**config.mk**
```make
export PLATFORM = sky130hd
export DESIGN_NAME = uart_tx_arbiter
export DESIGN_NICKNAME = d
export VERILOG_FILES = /design/src/rtl/uart_tx_arbiter.sv
export SDC_FILE = /design/constraint.sdc
export NUM_CORES = 1
export LEC_CHECK = 0
export CORE_UTILIZATION = 50
export CTS_CLUSTER_SIZE = 28
export DETAILED_ROUTE_END_ITERATION = 6
export DONT_BUFFER_PORTS = 1
export PLACE_DENSITY = 0.74
export SYNTH_ARGS = -nofsm -noshare
export SYNTH_HDL_FRONTEND = slang
export SYNTH_SLANG_ARGS = --single-unit
```
**constraint.sdc**
```tcl
create_clock -name clk -period 2.4 [get_ports clk]
set_input_delay 0.48 -clock clk [delete_from_list [all_inputs] [get_ports clk]]
set_output_delay 0.48 -clock clk [all_outputs]
set_load 0.005 [all_outputs]
```
**src/rtl/uart_tx_arbiter.sv**
```systemverilog
// Round-robin byte arbiter in front of one UART TX shifter (IDLE->SEND->GAP); grant registered 1 cycle after req_valid.
// Requests wait while a frame is in flight; define UART_TX_ARB_TIMEOUT_EN to abort a SEND that never sees tx_done.
module uart_tx_arbiter #(
   parameter int NUM_REQ        = 4,
   parameter int DATA_W         = 8,
   parameter int TIMEOUT_CYCLES = 120000
) (
   input  logic                       clk,
   input  logic                       reset_n,
   input  logic [NUM_REQ-1:0]         req_valid,
   input  logic [NUM_REQ*DATA_W-1:0]  req_data,
   output logic [NUM_REQ-1:0]         req_ready,
   output logic                       tx_frame_ready,
   output logic [DATA_W-1:0]          tx_data,
   input  logic                       tx_done,
   output logic [$clog2(NUM_REQ)-1:0] grant_id,
   output logic                       busy,
   output logic                       timeout_err
);

   localparam int ID_W = $clog2(NUM_REQ);

   if (NUM_REQ < 2 || NUM_REQ > 8 || TIMEOUT_CYCLES < 2) begin : g_bad_param
      $error("uart_tx_arbiter: NUM_REQ must be 2..8 and TIMEOUT_CYCLES >= 2");
   end

   typedef enum logic [1:0] {IDLE, SEND, GAP} state_t;

   state_t          state, state_nxt;
   logic [ID_W-1:0] last_ptr;
   logic [ID_W-1:0] win_idx;
   logic            any_req;
   logic            grant;
   logic            abort;
   logic            to_hit;

   // Nearest set bit after ptr wins; scanning far-to-near lets the closest overwrite.
   function automatic logic [ID_W-1:0] rr_pick(input logic [NUM_REQ-1:0] vld,
                                               input logic [ID_W-1:0]    ptr);
      logic [ID_W-1:0] pick;
      int unsigned     idx;
      pick = ptr;
      for (int k = NUM_REQ; k >= 1; k--) begin
         idx = (32'(ptr) + 32'(k)) % NUM_REQ;
         if (vld[ID_W'(idx)])
            pick = ID_W'(idx);
      end
      return pick;
   endfunction

   assign any_req = |req_valid;
   assign win_idx = rr_pick(req_valid, last_ptr);

`ifdef UART_TX_ARB_TIMEOUT_EN
   localparam int CNT_W = $clog2(TIMEOUT_CYCLES);

   logic [CNT_W-1:0] to_cnt;

   always_ff @(posedge clk or negedge reset_n) begin
      if (!reset_n)
         to_cnt <= '0;
      else if (state != SEND)
         to_cnt <= '0;
      else
         to_cnt <= to_cnt + 1'b1;
   end

   assign to_hit = (state == SEND) && (to_cnt == CNT_W'(TIMEOUT_CYCLES - 1));
`else
   assign to_hit = 1'b0;
`endif

   always_comb begin
      state_nxt = state;
      grant     = 1'b0;
      abort     = 1'b0;
      case (state)
         IDLE: begin
            if (any_req) begin
               state_nxt = SEND;
               grant     = 1'b1;
            end
         end
         SEND: begin
            if (tx_done) begin
               state_nxt = GAP;
            end else if (to_hit) begin
               state_nxt = GAP;
               abort     = 1'b1;
            end
         end
         GAP:     state_nxt = IDLE;
         default: state_nxt = IDLE;
      endcase
   end

   // last_ptr tracks grant_id but resets to the top index so requester 0 wins first.
   always_ff @(posedge clk or negedge reset_n) begin
      if (!reset_n) begin
         state          <= IDLE;
         last_ptr       <= ID_W'(NUM_REQ - 1);
         req_ready      <= '0;
         tx_frame_ready <= 1'b0;
         tx_data        <= '0;
         grant_id       <= '0;
         busy           <= 1'b0;
         timeout_err    <= 1'b0;
      end else begin
         state          <= state_nxt;
         req_ready      <= grant ? ({{(NUM_REQ-1){1'b0}}, 1'b1} << win_idx) : '0;
         tx_frame_ready <= (state_nxt == SEND);
         busy           <= (state_nxt != IDLE);
         timeout_err    <= abort;
         if (grant) begin
            tx_data  <= req_data[win_idx*DATA_W +: DATA_W];
            grant_id <= win_idx;
            last_ptr <= win_idx;
         end
      end
   end

endmodule

```
==> results of run 1 <==
## sequential cells by signal, indices dropped and copies added (netlist names)
| register | count |
|---|---|
| tx_frame_ready | 1 |
| busy | 1 |
| state | 2 |
| req_ready | 4 |
| tx_data | 8 |
| last_ptr | 2 |
| grant_id | 2 |
## final timing paths
kind                                to     start
setup reg to reg            tx_data[7]  state[1]
setup / recovery            tx_data[7]  state[1]
max in group asynchronous   tx_data[4]   reset_n
min in group asynchronous  last_ptr[1]   reset_n
hold reg to reg               state[1]  state[1]
hold / removal                state[1]   tx_done
## through the flow
| stage | utilization | cells | cell area (µm²) | power (mW) |
|---|---|---|---|---|
| after floorplan | - | 105 | 1136 | 1.053 |
| after global placement | 0.5484 | 125 | 1120 | 1.094 |
| after detailed placement | 0.5484 | 125 | 1120 | 1.121 |
| after CTS | 0.5643 | 129 | 1152 | 1.277 |
| after global routing | 0.5692 | 130 | 1162 | 1.365 |
| final | 0.5692 | 130 | 1162 | 1.268 |
## logic make-up after synthesis
kind of cell	count (synthesis)	synth area share
simple gates	44	0.2423
compound gates	24	0.1938
flops	20	0.4427
mux	8	0.07049
buf+inv	8	0.04735
other cells	1	0.003301
## final cells by class
| cell class | count | area share |
|---|---|---|
| clock buffer | 3 | 0.01938 |
| inverter | 1 | 0.003229 |
| multi-input combinational | 77 | 0.4984 |
| sequential | 20 | 0.4327 |
| tap | 27 | 0.02906 |
| timing repair buffer | 2 | 0.01722 |
## power by group
part / internal, mW / leakage [nW] / switching [mW]
clock: 0.0584 / 0.0138 / 0.0960
sequential: 0.479 / 0.232 / 0.108
combinational: 0.214 / 0.211 / 0.313
## placed cells by master (no fill, tap or decap)
cell type and n:
nor2_1 18, dfrtp_1 18, mux2i_1 8, nor4b_1 8, a211oi_2 8, a211oi_1 8, a21oi_1 4, nand2b_1 4
and2_1 3, clkbuf_4 3, nand2_1 2, or3_1 2, nor3_4 2, and3_1 2, dlygate4sd3_1 2, dfstp_2 2
inv_1 1, nor4_2 1, or2_2 1, a21boi_4 1, a21oi_2 1, o21ai_0 1, a21boi_0 1, or4b_1 1
conb_1 1
## timing repair
action	CTS	global route
endpoints found under the hold margin	18	2
setup buffers	0	0
hold buffers	1	1
resized for setup	0	0
setup endpoints to repair	0	0
## per-layer routing
metal / GRT usage / vias to the layer above
li1: - / 379
met1: 0.2549 / 389
met2: 0.3401 / 37
met3: 0.04012 / 3
met4: 0.07143 / 0
met5: 0 / -
## critical path, stage by stage, from the launching register on
cell and delay, ns:
dfrtp_1 0.44, nor3_4 0.56, or4b_1 0.76, a211oi_2 0.30, a211oi_1 0.07
==> out/results.ini, run 1 <==
[drt]
vias_per_cell = 6.215
wl_met2_um = 1140
wl_um = 2297
wl_met1_um = 949
wl_per_cell_um = 17.67
num_vias = 808
ant_nets = 0
drc_errors = 0
drt-pass1-iter-count = 4
wl_met3_um = 183
highest_layer = met4
drtIter0Drc = 7

[logic_synthesis]
synth_cell_type_count = 27
ys_ff_latch = 20
synth_enable_flop_cells = 0
synth_nets = 144
synthFlopType = dfrtp_1
postSynthCellCount = 105
synth-async-reset-ratio = 1.000
synth_common_cells = dfrtp_1, nor2_1
synth_top_area_cell = dfrtp_1
synth_top_cells_by_area = dfrtp_1, a211oi_2, mux2i_1
avgSynthCellArea_um2 = 10.82
yosysWarningCount = 0
synth_top_area_frac = 0.3965
syn_area_um2 = 1136
yosysSeqAreaShare = 0.4427

[die]
die_width_um = 49.67
core_um2 = 2042
num_rows = 16
dieArea_um2 = 2467
io_pins = 56
die_y_um = 49.67
initial_core_util = 0.5564

[setup_path]
reg2reg_slack_ns = 0.13
critical_path_class = flip-flop to flip-flop
cp_max_fo = 18
critPathCaptureType = flip-flop
cp.required_ns = 2.56
cp_data_arrival_time_ns = 2.44
ff2ff_path_depth = 4
cp-start-kind = flip-flop

[clock_network]
cts_sinks = 20
htree_levels = 1
cts_buffers = 3
cts.reportedPaths.clkPinSlew_ns = 0.11
cts.root.buffer_cell = clkbuf_4
clk_latency_ns = 0.29
cts_tree = yes
cts_buffer_depth = 2

[sta]
worst_slew_pin_slew_ns = 0.8091
fin_ws_ns = 0.1274
skew_ns = 0.004339
drv_slew = 0
post-route-period-util = 0.9469
setup-tns-final_ns = 0
finalCriticalPeriod_ns = 2.273
setup_violations = 0
whs_ns = 0.3119
relSlewSlack = 0.4588
hold_viol_final = 0
grt_setup_unrepaired = no
max_freq_ghz = 0.4400

[placement]
pre_cts_ws_ns = 0.1189
dp_hpwl_um = 1669
port_buffers = 0
globalplace.congestion = 0.7248

[grt]
first_global_vias = 791
grt-ovfl-total = 0
antenna_found_initial = 0
grt_max_degree = 19
grt_pass1_wl_um = 3746
grt.total_usage = 0.2020

[finish]
drive_gt1_frac = 0.1845
fillers = 188
multi_input_area_um2 = 579.3
fin_nets = 144
diodes = 0
area.growth.synth_to_final_pct = 2.312
regArea_um2 = 503.0

[hold_path]
holdCritPathClass = input port to flip-flop
hold_depth = 2

[run_status]
run_status = completed

[power_and_ir_drop]
irDropWorstVdd_v = 0.0006316
powerDensity_nw_per_um2 = 1091
p_leak_nw = 0.4570

[run]
max-cap-violations = 0

Power figures use the tool's default switching activity.
==> run 2, diff against run 1 <==
- CTS_CLUSTER_SIZE: 28 -> unset
==> results of run 2 <==
Final layout, timing and power as in run 1 (identical DEF).
